[src/rtl/mmio_io_ctrl_pkg.sv]
// Shared definitions for the MMIO peripheral: bus command encoding and the
// default peripheral addresses also used by the CPU/RAM address decode.
package mmio_pkg;

  typedef enum logic [1:0] {
    MNONE    = 2'b00,
    MREAD    = 2'b01,
    MWRITE   = 2'b10,
    MILLEGAL = 2'b11
  } mem_cmd_t;

  localparam int unsigned DATA_WIDTH_D = 16;
  localparam int unsigned ADDR_WIDTH_D = 9;

  localparam logic [ADDR_WIDTH_D-1:0] LED_ADDR_D = 9'h100;
  localparam logic [ADDR_WIDTH_D-1:0] HEX_ADDR_D = 9'h120;
  localparam logic [ADDR_WIDTH_D-1:0] SW_ADDR_D  = 9'h140;

endpackage

[src/rtl/mmio_io_ctrl_if.sv]
// CPU memory-bus bundle seen by the MMIO peripheral.
interface mmio_io_ctrl_if
  import mmio_pkg::*;
#(
  parameter int unsigned DATA_WIDTH = DATA_WIDTH_D,
  parameter int unsigned ADDR_WIDTH = ADDR_WIDTH_D
) ();

  mem_cmd_t              mem_cmd;
  logic [ADDR_WIDTH-1:0] mem_addr;
  logic [DATA_WIDTH-1:0] write_data;
  logic [DATA_WIDTH-1:0] read_data;
  logic                  rd_hit;

  modport master (
    output mem_cmd, mem_addr, write_data,
    input  read_data, rd_hit
  );

  modport slave (
    input  mem_cmd, mem_addr, write_data,
    output read_data, rd_hit
  );

endinterface

[src/rtl/mmio_io_ctrl_sync_chain.sv]
// Multi-flop synchroniser bringing an asynchronous bus into the clk domain.
module sync_chain #(
  parameter int unsigned WIDTH  = 8,
  parameter int unsigned STAGES = 2
) (
  input  logic             clk,
  input  logic             reset_n,
  input  logic [WIDTH-1:0] din,
  output logic [WIDTH-1:0] dout
);

  logic [STAGES-1:0][WIDTH-1:0] stage;

  // Shift the raw input one stage further on every clock edge.
  always_ff @(posedge clk or negedge reset_n) begin
    if (!reset_n) begin
      // NOTE: the synchroniser flops are reset as well, so the switch port reads a known 0 after reset.
      stage <= '0;
    end else begin
      // NOTE: non-blocking assignments make every stage take its predecessor's old value, giving a true chain.
      stage[0] <= din;
      for (int i = 1; i < int'(STAGES); i++) begin
        stage[i] <= stage[i-1];
      end
    end
  end

  assign dout = stage[STAGES-1];

endmodule

[src/rtl/mmio_io_ctrl.sv]
// Memory-mapped I/O peripheral: LED register, display register with a timed
// update indicator, synchronised switch port and a sticky bus-error flag.
module mmio_io_ctrl
  import mmio_pkg::*;
#(
  parameter int unsigned           DATA_WIDTH   = DATA_WIDTH_D,
  parameter int unsigned           ADDR_WIDTH   = ADDR_WIDTH_D,
  parameter logic [ADDR_WIDTH-1:0] LED_ADDR     = LED_ADDR_D,
  parameter logic [ADDR_WIDTH-1:0] HEX_ADDR     = HEX_ADDR_D,
  parameter logic [ADDR_WIDTH-1:0] SW_ADDR      = SW_ADDR_D,
  parameter int unsigned           SYNC_STAGES  = 2,
  parameter int unsigned           PULSE_CYCLES = 8
) (
  input  logic                  clk,
  input  logic                  reset_n,
  mmio_io_ctrl_if.slave         bus,
  input  logic [7:0]            sw_in,
  output logic [7:0]            led_out,
  output logic [DATA_WIDTH-1:0] hex_value,
  output logic                  upd_flag,
  output logic                  err_flag
);

  localparam int unsigned CNT_W = $clog2(PULSE_CYCLES + 1);

  logic [7:0]            sw_sync;
  logic [CNT_W-1:0]      pulse_cnt;
  logic                  hit_led;
  logic                  hit_hex;
  logic                  hit_sw;
  logic [DATA_WIDTH-1:0] rd_mux;

  sync_chain #(
    .WIDTH  (8),
    .STAGES (SYNC_STAGES)
  ) u_sw_sync (
    .clk     (clk),
    .reset_n (reset_n),
    .din     (sw_in),
    .dout    (sw_sync)
  );

  // Full-width address compare: no partial decode, no aliasing.
  assign hit_led = (bus.mem_addr == LED_ADDR);
  assign hit_hex = (bus.mem_addr == HEX_ADDR);
  assign hit_sw  = (bus.mem_addr == SW_ADDR);

  // Unmapped reads return 0; the hex path sees the value before any write this cycle.
  assign rd_mux = hit_sw  ? DATA_WIDTH'(sw_sync) :
                  hit_led ? DATA_WIDTH'(led_out) :
                  hit_hex ? hex_value            :
                            '0;

  // The indicator is a pure decode of the registered counter, so it cannot glitch on a retrigger.
  assign upd_flag = (pulse_cnt != '0);

  // Bus command handling: register writes, read response, pulse counter and error flag.
  always_ff @(posedge clk or negedge reset_n) begin
    if (!reset_n) begin
      led_out       <= '0;
      hex_value     <= '0;
      pulse_cnt     <= '0;
      err_flag      <= 1'b0;
      bus.read_data <= '0;
      bus.rd_hit    <= 1'b0;
    end else begin
      // Count down by default; a display write below overrides this with a reload.
      if (pulse_cnt != '0) begin
        pulse_cnt <= pulse_cnt - CNT_W'(1);
      end

      unique case (bus.mem_cmd)
        MREAD: begin
          bus.read_data <= rd_mux;
          bus.rd_hit    <= hit_sw | hit_led | hit_hex;
        end
        MWRITE: begin
          bus.rd_hit <= 1'b0;
          if (hit_led) begin
            led_out <= bus.write_data[7:0];
          end else if (hit_hex) begin
            hex_value <= bus.write_data;
            pulse_cnt <= CNT_W'(PULSE_CYCLES);
          end else begin
            // Switch port is read-only and unmapped writes have no owner here.
            err_flag <= 1'b1;
          end
        end
        MILLEGAL: begin
          bus.rd_hit <= 1'b0;
          err_flag   <= 1'b1;
        end
        default: begin
          bus.rd_hit <= 1'b0;
        end
      endcase
    end
  end

endmodule
[src/flat_wrapper.sv]
// flat-port wrapper written by rule: the top's interface ports become plain ports
module mmio_io_ctrl_flat import mmio_pkg::*;
#(
  parameter int unsigned           DATA_WIDTH   = DATA_WIDTH_D,
  parameter int unsigned           ADDR_WIDTH   = ADDR_WIDTH_D,
  parameter logic [ADDR_WIDTH-1:0] LED_ADDR     = LED_ADDR_D,
  parameter logic [ADDR_WIDTH-1:0] HEX_ADDR     = HEX_ADDR_D,
  parameter logic [ADDR_WIDTH-1:0] SW_ADDR      = SW_ADDR_D,
  parameter int unsigned           SYNC_STAGES  = 2,
  parameter int unsigned           PULSE_CYCLES = 8
)
  (clk, reset_n, sw_in, led_out, hex_value, upd_flag, err_flag, bus_mem_cmd, bus_mem_addr, bus_write_data, bus_read_data, bus_rd_hit);
  mmio_io_ctrl_if #(.DATA_WIDTH(DATA_WIDTH), .ADDR_WIDTH(ADDR_WIDTH)) bus_i ();
  input  logic clk;
  input  logic reset_n;
  input  logic [7:0] sw_in;
  output logic [7:0] led_out;
  output logic [DATA_WIDTH-1:0] hex_value;
  output logic upd_flag;
  output logic err_flag;
  input wire logic [$bits(bus_i.mem_cmd)-1:0] bus_mem_cmd;
  input wire logic [$bits(bus_i.mem_addr)-1:0] bus_mem_addr;
  input wire logic [$bits(bus_i.write_data)-1:0] bus_write_data;
  output wire logic [$bits(bus_i.read_data)-1:0] bus_read_data;
  output wire logic [$bits(bus_i.rd_hit)-1:0] bus_rd_hit;
  assign bus_i.mem_cmd = bus_mem_cmd;
  assign bus_i.mem_addr = bus_mem_addr;
  assign bus_i.write_data = bus_write_data;
  assign bus_read_data = bus_i.read_data;
  assign bus_rd_hit = bus_i.rd_hit;
  mmio_io_ctrl #(.DATA_WIDTH(DATA_WIDTH), .ADDR_WIDTH(ADDR_WIDTH), .LED_ADDR(LED_ADDR), .HEX_ADDR(HEX_ADDR), .SW_ADDR(SW_ADDR), .SYNC_STAGES(SYNC_STAGES), .PULSE_CYCLES(PULSE_CYCLES)) u_core (.clk(clk), .reset_n(reset_n), .bus(bus_i), .sw_in(sw_in), .led_out(led_out), .hex_value(hex_value), .upd_flag(upd_flag), .err_flag(err_flag));
endmodule
[config.mk]
export PLATFORM = sky130hd
export DESIGN_NAME = mmio_io_ctrl_flat
export DESIGN_NICKNAME = d
export VERILOG_FILES = /design/src/rtl/mmio_io_ctrl_pkg.sv /design/src/rtl/mmio_io_ctrl_if.sv /design/src/rtl/mmio_io_ctrl_sync_chain.sv /design/src/rtl/mmio_io_ctrl.sv /design/src/flat_wrapper.sv
export SDC_FILE = /design/constraint.sdc
export NUM_CORES = 1
export LEC_CHECK = 0
export ABC_AREA = 1
export CAP_MARGIN = 10
export CORE_MARGIN = 2
export CORE_UTILIZATION = 46
export DETAILED_ROUTE_END_ITERATION = 7
export PLACE_DENSITY = 0.8
export SETUP_SLACK_MARGIN = 0.3
export SLEW_MARGIN = 20
export SYNTH_ARGS = -nofsm -noshare
export SYNTH_HDL_FRONTEND = slang
export SYNTH_SLANG_ARGS = --single-unit
export TNS_END_PERCENT = 50
[constraint.sdc]
create_clock -name clk -period 1.5 [get_ports clk]
set_input_delay 0.225 -clock clk [delete_from_list [all_inputs] [get_ports clk]]
set_output_delay 0.225 -clock clk [all_outputs]
set_load 0.02 [all_outputs]
# --- After elaboration in Yosys (flattened, before gate mapping) ---
# Cells that the tools add are included.
op_classes:
  add_sub_neg: 1
  eq_ne: 8
  mux: 11
  bitwise_logic: 3
  n_reduce_logical: 5
op_table:
  columns: ["operator", "n"]
  rows:
  - ["$mux 16", 3]
  - ["$eq 9x9->1 const B", 3]
  - ["$mux 4", 4]
  - ["$reduce_and 3->1", 2]
  - ["$eq 2x2->1 const B", 2]
  - ["$ne 2x2->1 const B", 2]
  - ["$reduce_bool 4->1", 1]
  - ["$sub 4x1->4 const B", 1]
  - ["$mux 1", 3]
  - ["$eq 2x1->1 const B", 1]
  - ["$or 1x1->1", 2]
  - ["$pmux 1 s2", 1]
  - ["$reduce_and 2->1", 1]
  - ["$reduce_bool 2->1", 1]
  - ["$not 1->1", 1]
totals:
  register_bits: 62
  input_bits: 37
  out_inout_bits: 43
  word_cells: 36

# --- Logic depth before layout (Yosys ltp) ---
logic_depth:
  depth_word: 5
  ltp_mapped: 8

# --- By module ---
# A second synthesis with hierarchy kept.
unflattened:
  cells_unflattened: 287
  hier_area_um2: 2700.1
by_module_without_submodules:
  columns: ["mod", "n_inst", "cells_per_inst", "area_per_inst_um2"]
  rows:
  - ["mmio_io_ctrl", 1, 263, 2239.6]
  - ["sync_chain", 1, 24, 460.4]

# --- Least setup slack after synthesis ---
# No wires, ideal clock.
synth_timing:
  path_type: "flip-flop to flip-flop"
  start: "reg u_core.pulse_cnt[0]"
  end: "reg u_core.pulse_cnt[0]"
  t_arrival_ps: 1262
  t_required_ps: 1387
  slack_ps: 125
  stages_incl_launch_ff: 9
  synth_period_minus_slack_ps: 1375
  cell_sequence: "dfrtp_1 inv_1 ha_1 inv_1 nor2_1 nand2_1 xor2_1 nand2_1 inv_1"
synth_via:
  elab_chain_len: 5
  word_cells_on_any_way: 6
  classes_between: "add/sub (1); mux (4); reduce/logical (1)"
synth_lines:
  columns: ["item", "line_no", "rtl"]
  rows:
  - ["start: declaration", "mmio_io_ctrl.sv:27", "logic [CNT_W-1:0] pulse_cnt;"]
  - ["start signal: assignment", "mmio_io_ctrl.sv:69", "pulse_cnt <= pulse_cnt - CNT_W'(1);"]
  - ["start signal: assignment", "mmio_io_ctrl.sv:83", "pulse_cnt <= CNT_W'(PULSE_CYCLES);"]
  - ["$reduce_bool 4->1 *", null, null]
  - ["net upd_flag", "flat_wrapper.sv:19", "output logic upd_flag;"]
  - ["$mux 4 *", "mmio_io_ctrl.sv:68", "if (pulse_cnt != '0) begin"]
  - ["$mux 4", "mmio_io_ctrl.sv:81", "end else if (hit_hex) begin"]
  - ["$mux 4", "mmio_io_ctrl.sv:79", "if (hit_led) begin"]
  - ["$mux 4 *", "mmio_io_ctrl.sv:72", "unique case (bus.mem_cmd)"]
# The timed path passes the listed nets; every way through them passes the cells marked *.
# A chain may end at the register's enable or synchronous reset.

# --- Final worst setup path ---
layout_timing:
  start: "reg u_core.pulse_cnt[0]"
  end: "out upd_flag"
layout_via:
  elab_chain_len: 1
layout_lines:
  columns: ["item", "line_no", "rtl"]
  rows:
  - ["$reduce_bool 4->1", "mmio_io_ctrl.sv:55", "assign upd_flag = (pulse_cnt != '0);"]
  - ["end: declaration", "flat_wrapper.sv:19", null]
# No other way between the ends.

==> impl_metrics.json <==
{
  "fill_cells": 404,
  "yosysUniqueCellTypes": 24,
  "cts.sinks": 62,
  "grt_pass1_wl_microns": 10060,
  "min_period_over_period_pct": 100.9,
  "peakVddDrop_uv": 849.3,
  "cp_max_fo": 2,
  "cts_buffers": 9,
  "final_util_pct": 72.06,
  "setup_viol": 1,
  "drive_gt1_share_pct": 40.86,
  "syn_inst": 269,
  "die_area_sq_mm": 0.006264,
  "final_cell_area_sq_mm": 0.003944,
  "initial_core_util_pct": 47.46,
  "synth.avg_cell_area_sq_um": 9.656,
  "ctsLongestPathBuffers": 2,
  "startpoint_type": "flip-flop",
  "netlist.top_cell.by_area": "dfrtp_1",
  "ys_seq_area_share_pct": 59.73,
  "critical_path_class": "reg -> out",
  "leakage_uw": 0.002065,
  "ios": 80,
  "r2r_slack_ns": 0.08,
  "port_buffers": 79,
  "cp.arrival_ns": 1.29,
  "num_vias": 2370,
  "dp_cells": 434,
  "clk_pin_slew_ns": 0.06,
  "crit_path_end_kind": "output port",
  "min_path_cells": 4,
  "drt_pass1_iterations": 5,
  "postPlaceCellArea_sq_mm": 0.003620,
  "syn_nets": 307,
  "fin_worst_skew_ns": 0.005490,
  "dr.first_iter.drc_count": 194,
  "rsz0062_at_grt": "true",
  "htree_levels": 3,
  "power.density_mw_per_mm2": 998.9,
  "num_rows": 27,
  "multi_input_area_sq_mm": 0.001012,
  "slew_headroom_pct": 78.84,
  "die_width_microns": 79.15,
  "crit_required_ns": 1.27,
  "drt-total-wl_microns": 7448,
  "cts-root-buf": "clkbuf_8",
  "violations": "setup timing",
  "gp_congestion": 0.8586,
  "drv_slew": 0,
  "fmax_mhz": 660.7,
  "gr-usage-all-layers_pct": 21.54,
  "core_sq_mm": 0.005473,
  "tritoncts": "built",
  "hold_violations": 0,
  "drc": 0,
  "max_cap_violations": 0,
  "r2r_cells": 10,
  "final.setup.worst_slack_ns": -0.01355,
  "synth_area_leaders": "dfrtp_1 60%, nand2_1 10%, nand3_1 6.4%",
  "worst_slew_pin_slew_ns": 0.3174,
  "ff_latch_area_sq_mm": 0.001555,
  "finalNetCount": 427,
  "worstSkewPairLatency_ns": 0.34,
  "grt_pass1_vias": 2128,
  "grt.overflow.total": 0,
  "syn-cell-area_sq_mm": 0.002597,
  "grt_max_degree": 63,
  "via_per_inst": 5.075,
  "hpwlAfterDp_microns": 4326,
  "hold_path_class": "in -> reg",
  "period_needed_ns": 1.514,
  "antenna_left": 0,
  "areaGrowthSynthToFinish_pct": 51.83,
  "antenna_found_initial": 0,
  "outcome": "finished with violations",
  "netlist.area_leader.share_pct": 59.73,
  "die_height_microns": 79.15,
  "synth_warnings": 0,
  "final_cells": 467,
  "ys_ff_latch": 62,
  "wl_per_cell_microns": 15.95
}
[cell type report]
| class | instances | area share [%] |
|---|---|---|
| antenna | 1 | 0.06345 |
| clock buffer | 15 | 3.966 |
| clock inverter | 1 | 0.1269 |
| inverter | 32 | 3.141 |
| multi-input combinational | 166 | 25.67 |
| sequential | 62 | 39.44 |
| tap | 72 | 2.284 |
| timing repair buffer | 118 | 25.32 |
[cell usage after synthesis]
cell type / instances
dfrtp_1: 62
nand3_1: 33
clkbuf_1: 1
o21ai_0: 10
nand3_2: 2
nand2_2: 2
buf_2: 1
buf_1: 2
o21ai_2: 17
nand3_4: 1
nor3_4: 1
xor2_1: 2
o21ai_1: 8
nor2_2: 3
buf_6: 4
o2111ai_1: 1
nor2_1: 10
nand2_1: 72
inv_1: 32
nor3_1: 1
buf_4: 1
ha_1: 1
nand2_4: 1
a21oi_1: 1
[logic make-up after synthesis]
logic type | synth area share, %
AO/OA/AOI/OAI | 9.730
XOR/XNOR | 0.6745
adder cells (fa/ha/maj) | 0.4816
buffers and inverters | 7.274
flip-flops | 59.73
AND/OR/NAND/NOR | 22.11
[flip-flops by register name, indices dropped and copies added, names as in the netlist]
signal,count
u_core.hex_value,16
u_core.bus.read_data,16
u_core.err_flag,1
u_core.u_sw_sync.stage,8
u_core.bus.rd_hit,1
u_core.u_sw_sync.dout,8
u_core.led_out,8
u_core.pulse_cnt,4
[metal layers]
layer	up-vias	GRT usage [%]	part of all wire (%)
li1	1099	-	-
met3	25	5.682	6.6
met5	-	0	0
met2	95	34.75	52
met1	1151	26.02	38
met4	0	12.59	4.0
[final timing paths]
check	end	start
min in group asynchronous	u_core.u_sw_sync.stage[4]$_DFF_PN0_	reset_n
max reg2reg	u_core.pulse_cnt[0]$_DFF_PN0_	u_core.pulse_cnt[0]$_DFF_PN0_
max in group asynchronous	u_core.hex_value[7]$_DFFE_PN0P_	reset_n
min	u_core.err_flag$_DFFE_PN0P_	bus_mem_cmd[1]
min reg2reg	u_core.u_sw_sync.dout[1]$_DFF_PN0_	u_core.u_sw_sync.stage[1]$_DFF_PN0_
max	upd_flag	u_core.pulse_cnt[0]$_DFF_PN0_
[cells in the final DEF, fill, tap and decap left out, types with 7 or more instances in the layout]
cell type / synthesis / final
nand3_1: 33 / 30
clkdlybuf4s50_1: 0 / 24
buf_6: 4 / 10
clkbuf_8: 0 / 10
inv_1: 32 / 26
nand2_1: 72 / 59
o21ai_2: 17 / 24
nand2_2: 2 / 8
nand2_4: 1 / 7
buf_4: 1 / 27
dfrtp_1: 62 / 59
buf_2: 1 / 38
[critical path, stage by stage, from the launching register on]
cell and delay [ns]:
dfrtp_1 0.40, inv_2 0.08, ha_4 0.13, inv_2 0.04
nor2_4 0.11, nand2_4 0.06, buf_6 0.13
[where the power goes]
group / internal [uW] / switching, uW / total (uW) / leakage [uW]
combinational: 447 / 417 / 864 / 0.00117
sequential: 1770 / 70.4 / 1840 / 0.000809
clock: 645 / 595 / 1240 / 0.0000817
total: 2860 / 1080 / 3940 / 0.00207
[repair_timing]
action	4_1_cts	5_1_grt
endpoints found under the hold margin	62	0
pin swaps	15	10
cloned	0	5
hold buffers	1	0
gates resized for setup	206	45
setup endpoints to repair	88	47
buffers inserted	4	6
[metrics by stage]
stage / setup slack, ns / TNS (ns) / power (uW) / hold WS (ns)
after detailed placement: -0.2243 / -7.673 / 2496 / 0.2576
after floorplan: 0.2696 / 0 / 2173 / -0.07059
after CTS: -0.009921 / -0.009921 / 3835 / 0.3107
after global placement: -0.1509 / -5.550 / 2465 / 0.2527
final: -0.01355 / -0.01355 / 3939 / 0.2944
after global routing: -0.06353 / -0.06353 / 4130 / 0.3147
Power figures use the tool's default switching activity.
